<file path="src/rtl/float_point_add.sv">
// Four-stage IEEE-754 binary32 adder/subtractor: unpack/compare, align, add/sub, normalize/round/pack.
// Round-to-nearest-even; denormal inputs and underflowing results are flushed to signed zero.
module float_point_add (
  input  logic        clk,
  input  logic        resetn,
  input  logic [31:0] iA,
  input  logic [31:0] iB,
  input  logic [1:0]  iOp,
  output logic [31:0] oF,
  output logic        oDone
);

  localparam logic [31:0] QNAN = 32'h7FC0_0000;

  logic [4:0]  vld_q;
  logic [31:0] a0_q, b0_q, oF_q, res_d;

  logic        s1_sign_d, s1_sub_d, s1_spec_d, s1_sign_q, s1_sub_q, s1_spec_q;
  logic [7:0]  s1_exp_d, s1_diff_d, s1_exp_q, s1_diff_q;
  logic [23:0] s1_mbig_d, s1_msml_d, s1_mbig_q, s1_msml_q;
  logic [31:0] s1_specv_d, s1_specv_q;

  logic        s2_sign_q, s2_sub_q, s2_spec_q;
  logic [7:0]  s2_exp_q;
  logic [23:0] s2_mbig_q;
  logic [26:0] s2_msml_d, s2_msml_q, s2_full, s2_shift, s2_lost;
  logic [31:0] s2_specv_q;

  logic        s3_sign_q, s3_sub_q, s3_spec_q;
  logic [7:0]  s3_exp_q;
  logic [27:0] s3_sum_d, s3_sum_q;
  logic [31:0] s3_specv_q;

  logic [7:0]  ea, eb;
  logic [22:0] fa, fb;
  logic        a_nan, b_nan, a_inf, b_inf, za, zb, a_big;

  logic [4:0]  lz;
  logic [26:0] m;
  logic [9:0]  e, e2;
  logic [24:0] man;
  logic        rnd;

  function automatic logic [4:0] lzc27(input logic [26:0] v);
    lzc27 = 5'd27;
    for (int i = 0; i < 27; i++)
      if (v[i]) lzc27 = 5'(26 - i);
  endfunction

  // Valid shift register and the output register are the only reset state.
  always_ff @(posedge clk) begin
    if (resetn) begin
      vld_q <= '0;
      oF_q  <= '0;
    end else begin
      vld_q <= {vld_q[3:0], (iOp == 2'b01) || (iOp == 2'b10)};
      if (vld_q[3]) oF_q <= res_d;
    end
  end

  assign oF    = oF_q;
  assign oDone = vld_q[4];

  // Stage 0: capture operands, folding subtraction into B's sign.
  always_ff @(posedge clk) begin
    a0_q <= iA;
    b0_q <= {iB[31] ^ (iOp == 2'b10), iB[30:0]};
  end

  assign ea    = a0_q[30:23];
  assign eb    = b0_q[30:23];
  assign fa    = a0_q[22:0];
  assign fb    = b0_q[22:0];
  assign a_nan = (ea == 8'hFF) && (fa != 23'd0);
  assign b_nan = (eb == 8'hFF) && (fb != 23'd0);
  assign a_inf = (ea == 8'hFF) && (fa == 23'd0);
  assign b_inf = (eb == 8'hFF) && (fb == 23'd0);
  assign za    = (ea == 8'd0);
  assign zb    = (eb == 8'd0);
  assign a_big = (a0_q[30:0] >= b0_q[30:0]);

  // Stage 1: special-operand results bypass the datapath; otherwise order by magnitude.
  always_comb begin
    s1_spec_d  = 1'b1;
    s1_specv_d = QNAN;
    if (a_nan || b_nan || (a_inf && b_inf && (a0_q[31] != b0_q[31]))) s1_specv_d = QNAN;
    else if (a_inf)      s1_specv_d = a0_q;
    else if (b_inf)      s1_specv_d = b0_q;
    else if (za && zb)   s1_specv_d = {a0_q[31] & b0_q[31], 31'd0};
    else if (za)         s1_specv_d = b0_q;
    else if (zb)         s1_specv_d = a0_q;
    else                 s1_spec_d  = 1'b0;
    s1_sub_d = a0_q[31] ^ b0_q[31];
    if (a_big) begin
      s1_sign_d = a0_q[31];
      s1_exp_d  = ea;
      s1_diff_d = ea - eb;
      s1_mbig_d = {1'b1, fa};
      s1_msml_d = {1'b1, fb};
    end else begin
      s1_sign_d = b0_q[31];
      s1_exp_d  = eb;
      s1_diff_d = eb - ea;
      s1_mbig_d = {1'b1, fb};
      s1_msml_d = {1'b1, fa};
    end
  end

  // Stage 2: align small significand with guard/round/sticky.
  always_comb begin
    s2_full  = {s1_msml_q, 3'b000};
    s2_shift = s2_full >> s1_diff_q;
    s2_lost  = s2_full & ~(27'h7FF_FFFF << s1_diff_q);
    if (s1_diff_q > 8'd26) s2_msml_d = 27'd1;
    else                   s2_msml_d = {s2_shift[26:1], s2_shift[0] | (|s2_lost)};
  end

  // Stage 3: big >= small, so subtraction never goes negative.
  assign s3_sum_d = s2_sub_q ? {1'b0, s2_mbig_q, 3'b000} - {1'b0, s2_msml_q}
                             : {1'b0, s2_mbig_q, 3'b000} + {1'b0, s2_msml_q};

  always_ff @(posedge clk) begin
    s1_sign_q <= s1_sign_d;  s1_sub_q  <= s1_sub_d;   s1_spec_q <= s1_spec_d;
    s1_exp_q  <= s1_exp_d;   s1_diff_q <= s1_diff_d;  s1_specv_q <= s1_specv_d;
    s1_mbig_q <= s1_mbig_d;  s1_msml_q <= s1_msml_d;
    s2_sign_q <= s1_sign_q;  s2_sub_q  <= s1_sub_q;   s2_spec_q <= s1_spec_q;
    s2_exp_q  <= s1_exp_q;   s2_mbig_q <= s1_mbig_q;  s2_msml_q <= s2_msml_d;
    s2_specv_q <= s1_specv_q;
    s3_sign_q <= s2_sign_q;  s3_sub_q  <= s2_sub_q;   s3_spec_q <= s2_spec_q;
    s3_exp_q  <= s2_exp_q;   s3_sum_q  <= s3_sum_d;   s3_specv_q <= s2_specv_q;
  end

  // Stage 4: normalize, round to nearest even, pack. Packing adds the rounded
  // significand onto exponent-1 so the hidden bit and any rounding carry land in the exponent.
  assign lz = lzc27(s3_sum_q[26:0]);

  always_comb begin
    m = s3_sum_q[26:0];
    e = {2'b00, s3_exp_q};
    if (s3_sum_q[27]) begin
      m = {s3_sum_q[27:2], s3_sum_q[1] | s3_sum_q[0]};
      e = e + 10'd1;
    end else if (s3_sub_q) begin
      m = s3_sum_q[26:0] << lz;
      e = e - {5'd0, lz};
    end
    rnd = m[2] & (m[1] | m[0] | m[3]);
    man = {1'b0, m[26:3]} + {24'd0, rnd};
    e2  = e + {9'd0, man[24]};
    if (s3_spec_q)                          res_d = s3_specv_q;
    else if (s3_sub_q && s3_sum_q == 28'd0) res_d = 32'h0000_0000;
    else if ($signed(e2) >= 10'sd255)       res_d = {s3_sign_q, 8'hFF, 23'd0};
    else if ($signed(e2) < 10'sd1)          res_d = {s3_sign_q, 31'd0};
    else res_d = {s3_sign_q, {e[7:0] - 8'd1, 23'd0} + {6'd0, man}};
  end

endmodule

</file>
<file path="config.mk">
export PLATFORM = sky130hd
export DESIGN_NAME = float_point_add
export DESIGN_NICKNAME = d
export VERILOG_FILES = /design/src/rtl/float_point_add.sv
export SDC_FILE = /design/constraint.sdc
export NUM_CORES = 1
export LEC_CHECK = 0
export CAP_MARGIN = 10
export CORE_MARGIN = 1.5
export CORE_UTILIZATION = 60
export CTS_CLUSTER_SIZE = 16
export DETAILED_ROUTE_END_ITERATION = 10
export PLACE_DENSITY = 0.9
export SLEW_MARGIN = 20
export SYNTH_ARGS = -nofsm -noshare
export SYNTH_HDL_FRONTEND = slang
export SYNTH_SLANG_ARGS = --single-unit
</file>
<file path="constraint.sdc">
create_clock -name clk -period 12.4 [get_ports clk]
set_input_delay 1.86 -clock clk [delete_from_list [all_inputs] [get_ports clk]]
set_output_delay 1.86 -clock clk [all_outputs]
set_load 0.02 [all_outputs]
</file>
Word level (Yosys, flattened, before mapping) --
Index checks and enable logic that the tools add are counted.
Storage, ports and cells: output and inout bits 33, flip-flop bits (word level) 365, bits of input ports 68, word-level logic and storage cells 124
Operators by class: eq/ne operators 5, shift operators 3, bitwise gates (word level) 10, mux-type cells 47, order comparisons 4, add/sub/neg operators 10, reductions and logical operators 20
Operators by type and width (number):
- $mux 32 | 7
- $mux 5 | 26
- $mux 31 | 2
- $mux 27 | 2
- $logic_not 23->1 | 2
- $mux 23 | 2
- $reduce_bool 23->1 | 2
- $add 31x25->31 | 1
- $ge 31x31->1 | 1
- $add 27x27->28 | 1
- $logic_not 28->1 | 1
- $mux 28 | 1
- $sub 27x27->28 | 1
- $and 27x27->27 | 1
- $not 27->27 | 1
- $reduce_or 27->1 | 1
- $shl 27x5->27 | 1
- $shl 27x8->27 const A | 1
- $shr 27x8->27 | 1
- $add 24x1->25 | 1
- $mux 10 | 2
- $eq 8x8->1 const B | 2
- $logic_not 8->1 | 2
- $mux 8 | 2
- 18 further kinds | 35

Longest topological paths before layout --
depth after elaboration 40, mapped depth 30, mapped depth without buffers 26

Least setup slack after synthesis --
No wires, ideal clock.
path kind register to register, start register s3_sum_q[15], end register oF_q[16], in the netlist oF[16], buffers on the path 5, setup time 0.091 ns, data required time 12.309 ns, arrival 6.070 ns, setup slack 6.239 ns, stages on the path, launching flop included 30, period minus slack after synthesis 6.161 ns, path through dfxtp_1 -> buf_6 -> or3_4 -> nor3_1 -> o211ai_2 -> o22ai_4 -> inv_4 -> buf_6 -> buf_6 -> mux2i_1 -> o22ai_1 -> a221oi_1 -> nor2_1 -> ha_1 -> inv_1 -> or4b_4 -> nor2_8 -> nand3_2 -> nor3_1 -> ha_1 -> ha_1 -> nand2_1 -> nor4_1 -> a21oi_1 -> nor4_1 -> and3b_1 -> clkbuf_1 -> buf_1 -> o22ai_1 -> a311oi_1
Between the ends: word-level cells in the longest chain between the ends 25, elaborated cells between the ends (all ways) 32, classes of those cells 4 x add/sub; 2 x order compare; 1 x shift; 20 x mux; 3 x bitwise; 2 x reduce/logical
Ends and longest elaborated chain:
- start: declaration | RTL line 31 | logic [27:0] s3_sum_d, s3_sum_q;
- start signal: assignment | RTL line 130 | s3_exp_q <= s2_exp_q; s3_sum_q <= s3_sum_d; s3_specv_q <= s2_specv_q;
- $mux 5 (12 in a row) | RTL line 47 | if (v[i]) lzc27 = 5'(26 - i);
- $shl 27x5->27 | RTL line 144 | m = s3_sum_q[26:0] << lz;
- $mux 27 | RTL line 143 | end else if (s3_sub_q) begin
- $mux 27 | RTL line 140 | if (s3_sum_q[27]) begin
- $or 1x1->1 (2 in a row) | RTL line 147 | rnd = m[2] & (m[1] | m[0] | m[3]);
- $and 1x1->1 | RTL line 147
- $add 24x1->25 | RTL line 148 | man = {1'b0, m[26:3]} + {24'd0, rnd};
- $add 10x1->10 | RTL line 149 | e2 = e + {9'd0, man[24]};
- $lt 10x2->1 | RTL line 153 | else if ($signed(e2) < 10'sd1) res_d = {s3_sign_q, 31'd0};
- $mux 31 | RTL line 153
- $mux 31 | RTL line 152 | else if ($signed(e2) >= 10'sd255) res_d = {s3_sign_q, 8'hFF, 23'd0};
- $mux 32 (*) | RTL line 151 | else if (s3_sub_q && s3_sum_q == 28'd0) res_d = 32'h0000_0000;
- $mux 32 (*) | RTL line 150 | if (s3_spec_q) res_d = s3_specv_q;
- end signal: assignment | RTL line 57 | if (vld_q[3]) oF_q <= res_d;
- end: declaration | RTL line 16 | logic [31:0] a0_q, b0_q, oF_q, res_d;
Every way passes the cells marked *; elsewhere a longest branch is shown, timed or not. A chain may end at the register's enable or synchronous reset.

Worst setup path after layout --
start register s3_sum_q[19], end register oF_q[21], in the netlist oF[21]
Between the ends: word-level cells in the longest chain between the ends 21, elaborated cells between the ends (all ways) 28, classes of those cells 4 x add/sub; 2 x order compare; 1 x shift; 16 x mux; 3 x bitwise; 2 x reduce/logical
Ends and longest elaborated chain (RTL line):
- $mux 5 (8 in a row) | 47
- $shl 27x5->27 | 144
- $mux 27 | 143
- $mux 27 | 140
- $or 1x1->1 (2 in a row) | 147
- $and 1x1->1 | 147
- $add 24x1->25 | 148
- $add 10x1->10 | 149
- $lt 10x2->1 | 153
- $mux 31 | 153
- $mux 31 | 152
- $mux 32 (*) | 151
- $mux 32 (*) | 150
Marked as above.

==> impl_metrics.toml <==
[status]
run_status = "complete, no violations"

[finish]
syn2layout_area_growth_pct = 13.4
post_route_cells_drive_above_1_share_pct = 8.88
design.final.nets = 2295
fillerInstances = 2156

[timing]
final-setup-viol-count = 0
hold_violations = 0
max-slew-margin-rel_pct = 28.8
finClkSkew_ps = 19.9
rsz0062_at_grt = "no"
totalNegativeSetupSlack_ps = 0
timing.final.crit_period_ps = 8580
layout_worst_path_cycle_share_pct = 69.2
worst_margin_pin_slew_ps = 1060
fmaxAchievable_mhz = 117
whs_ps = 326
timing_max_transition_violations_final = 0

[synthesis]
synthArstFlopShare_pct = 0
postSynthRegisterBits = 362
syn_area_per_cell_sq_um = 8.83
syn-instance-count = 2082
synth-edff-count = 0
most_used_flip_flop_cell_after_synthesis = "sky130_fd_sc_hd__dfxtp_1"
syn-num-nets = 2254
synth.cells.most_frequent = "sky130_fd_sc_hd__dfxtp_1 (362), sky130_fd_sc_hd__nor2_1 (189), sky130_fd_sc_hd__nand2_1 (157)"
yosys-top-cells-area = "sky130_fd_sc_hd__dfxtp_1 (39%), sky130_fd_sc_hd__ha_1 (6.7%), sky130_fd_sc_hd__nor2_1 (3.9%)"
synth.most_common_cell = "sky130_fd_sc_hd__dfxtp_1"
yosysWarnings = 0
yosys.cell_types.count = 103
proportion_of_synthesized_chip_area_in_sequential_cells_pct = 39.4
synth.top_cell.area_share_pct = 39.4
synth_area_sq_um = 18400
synth_largest_area_cell = "sky130_fd_sc_hd__dfxtp_1"

[critical_path]
crit_path_start_kind = "flop"
timing.critical_path.cells = "nor2_1 > o311ai_1 > nand2_1 > nand2_2 > inv_2 > o211ai_1 > a31oi_1 > a32oi_2 > nand3_2 > nor3b_2 > nand3_2 > nor3_1 > ha_1 > ha_1 > nand2_1 > nor4_1 > a21oi_1 > nor4_1 > and3b_1 > or4b_1 > mux2_2 > a211oi_2"
critPathTopFamily = "simple AND/OR/NAND/NOR gates"
cp-startpoint = "s3_sum_q[19]"
cp_slowest_stage_delay_ps = 730
worstPathArrival_ps = 9040
crit_path_top_delay_cell = "sky130_fd_sc_hd__and3b_1"
required_ps = 12860
timing.setup.critical_path_class = "flop to flop"
cp_num_buf_inv = 1
end_kind = "flop"
r2r_start = "s3_sum_q[19]"
worstPathMaxFanout = 36

[clock_network]
tritoncts = "built"
cts_buffer_depth = 3
numClockSinks = 362
cts-hold-fix-buffers = 0
clock_tree.root_cell = "sky130_fd_sc_hd__clkbuf_16"
cts_resized = 0
htree_levels = 2
cts_setup_buffers = 0
cts_made_buffers = 37
cts_clk_pin_slew_worst_paths_ps = 60
later_pin_clock_latency_in_the_skew_report_ps = 550

[floorplan]
starting_density_of_the_core_pct = 61.5
die_height_um = 178
die_width_um = 178
floorplan.core_area_sq_um = 29900
floorplan.die_area_sq_um = 31700
num_rows = 63
design.portCount = 101

[detailed_routing]
drt-initial-drc-count = 1987
number_of_design_rule_violations_left_after_detail_routing = 0
wl_per_cell_um = 23.6
wirelength_um = 60000
detailedRoute.firstPassIterationCount = 6
dr_total_vias = 16800
ant_nets = 0
vias_per_cell = 6.62

[global_routing]
antenna_violations_before_repair = 5
grt_start_max_net_pins = 75
grt_first_pass_wirelength_um = 93200
track_usage_pct = 38.3
grt_pass1_vias = 16400
globalRoute.totalOverflow = 0

[placement]
hpwlAfterDp_um = 43600
buffer_ports.inserted = 100
gpl.final_weighted_congestion = 1.02

[pwr]
total_power_density_per_cell_area_nw_per_um2 = 185
worst_vdd_ir_mv = 0.136
cellLeakagePower_nw = 8.32

[hold_path]
hold_path.startpoint = "s1_mbig_q[0]"
class_of_the_tightest_hold_or_removal_check = "flop to flop"

[job]
max-cap-violations = 0
## registers in the layout, summed over array words and instances, names as in the netlist, 5 cells and up
signal and cells:
s2_specv_q 32, s1_msml_q 23, s2_msml_q 27, s1_specv_q 32, s3_exp_q 8, a0_q 32, s2_mbig_q 23, s1_exp_q 8
s1_diff_q 8, s3_specv_q 32, oF 32, s2_exp_q 8, b0_q 32, s1_mbig_q 23, vld_q 5, s3_sum_q 28
## kinds of logic after synthesis
| kind of cell | count (synthesis) | share of synthesized area, % |
|---|---|---|
| compound gates | 575 | 20.9 |
| xor+xnor | 55 | 2.62 |
| fa+ha+maj | 105 | 7.34 |
| buf+inv | 237 | 5.20 |
| flops | 362 | 39.4 |
| mux | 113 | 7.43 |
| simple gates | 635 | 17.1 |
## layout by cell type, fill, tap and decap left out, types with 8 or more instances in the layout
cell	netlist	layout
sky130_fd_sc_hd__clkdlybuf4s50_1	0	100
sky130_fd_sc_hd__ha_1	99	99
sky130_fd_sc_hd__nand2_1	157	157
sky130_fd_sc_hd__o22ai_1	25	25
sky130_fd_sc_hd__or3_1	12	12
sky130_fd_sc_hd__o21ai_0	129	129
sky130_fd_sc_hd__a21oi_1	109	109
sky130_fd_sc_hd__o221ai_1	9	9
sky130_fd_sc_hd__mux2_2	47	47
sky130_fd_sc_hd__or2_2	10	10
sky130_fd_sc_hd__and2_1	9	9
sky130_fd_sc_hd__a211o_1	9	9
sky130_fd_sc_hd__nand2b_1	12	12
sky130_fd_sc_hd__o211ai_1	25	25
sky130_fd_sc_hd__mux2i_1	51	51
sky130_fd_sc_hd__buf_4	4	20
sky130_fd_sc_hd__nand3_1	58	58
sky130_fd_sc_hd__dfxtp_1	362	361
sky130_fd_sc_hd__o21bai_1	8	8
sky130_fd_sc_hd__xor2_1	28	28
sky130_fd_sc_hd__nor3_1	43	43
sky130_fd_sc_hd__nor2b_1	24	24
sky130_fd_sc_hd__clkbuf_16	0	37
sky130_fd_sc_hd__a31oi_1	28	28
sky130_fd_sc_hd__xnor2_1	27	27
sky130_fd_sc_hd__a21o_1	20	20
sky130_fd_sc_hd__and3_1	19	19
sky130_fd_sc_hd__nor2_1	189	188
sky130_fd_sc_hd__inv_1	116	116
sky130_fd_sc_hd__o21a_1	20	19
sky130_fd_sc_hd__mux4_2	13	13
sky130_fd_sc_hd__a22oi_1	47	47
sky130_fd_sc_hd__a32oi_1	10	10
sky130_fd_sc_hd__nor4_1	29	29
sky130_fd_sc_hd__o31ai_1	19	18
sky130_fd_sc_hd__a211oi_1	35	35
sky130_fd_sc_hd__nand4_1	25	25
## final cells by class
class	instances	area (sq um)	share of cell area, %
diodes	1	2.50	0.0120
clock buffers	47	1020	4.91
clock inverters	19	302	1.45
inverters	119	449	2.15
multi-input cells	1483	10200	48.9
flip-flops and latches	362	7250	34.8
well taps	390	488	2.34
repair buffers	120	1150	5.52
## metal layers
layer	vias to the layer above	share of wire [%]	GRT usage (%)
li1	7626	-	-
met1	7911	38	46.3
met2	1048	47	64.2
met3	230	8.7	7.76
met4	8	5.8	19.9
met5	-	0.083	0
## per-stage QoR
step,instances,cell area (sq um),utilization [%],setup WS (ps),total power (W)
6_report,2541,20900,69.8,3820,0.00386
5_1_grt,2540,20900,69.8,3270,0.00402
4_1_cts,2540,20900,69.8,4050,0.00382
3_5_place_dp,2474,19500,65.4,4070,0.00264
3_3_place_gp,2474,19500,65.4,4290,0.00263
2_1_floorplan,2082,18400,-,6240,0.00227
## final timing paths
| check | end | slack, ps | cells past startpoint |
|---|---|---|---|
| max | oF[21] | 3820 | 22 |
| min reg2reg | s2_mbig_q[0] | 330 | 0 |
| max reg2reg | oF[21] | 3820 | 22 |
| min | s2_mbig_q[0] | 330 | 0 |
## worst reg2reg max path, cell delays in order (launching register included)
cell,delay [ps]
sky130_fd_sc_hd__dfxtp_1,560
sky130_fd_sc_hd__nor2_1,100
sky130_fd_sc_hd__o311ai_1,690
sky130_fd_sc_hd__nand2_1,370
sky130_fd_sc_hd__nand2_2,720
sky130_fd_sc_hd__inv_2,540
sky130_fd_sc_hd__o211ai_1,370
sky130_fd_sc_hd__a31oi_1,140
sky130_fd_sc_hd__a32oi_2,370
sky130_fd_sc_hd__nand3_2,150
sky130_fd_sc_hd__nor3b_2,590
sky130_fd_sc_hd__nand3_2,220
sky130_fd_sc_hd__nor3_1,510
sky130_fd_sc_hd__ha_1,280
sky130_fd_sc_hd__ha_1,160
sky130_fd_sc_hd__nand2_1,120
sky130_fd_sc_hd__nor4_1,440
sky130_fd_sc_hd__a21oi_1,170
sky130_fd_sc_hd__nor4_1,350
sky130_fd_sc_hd__and3b_1,730
sky130_fd_sc_hd__or4b_1,500
sky130_fd_sc_hd__mux2_2,280
sky130_fd_sc_hd__a211oi_2,160
## report_power, final
group / total, W / internal (W) / switching, W / leakage, nW
logic: 0.00127 / 0.000473 / 0.000794 / 4.68
registers: 0.00141 / 0.00126 / 0.000147 / 3.00
clock network: 0.00119 / 0.000703 / 0.000483 / 0.642
total: 0.00386 / 0.00244 / 0.00142 / 8.32
Note: power is estimated with default switching activity, not from simulation.
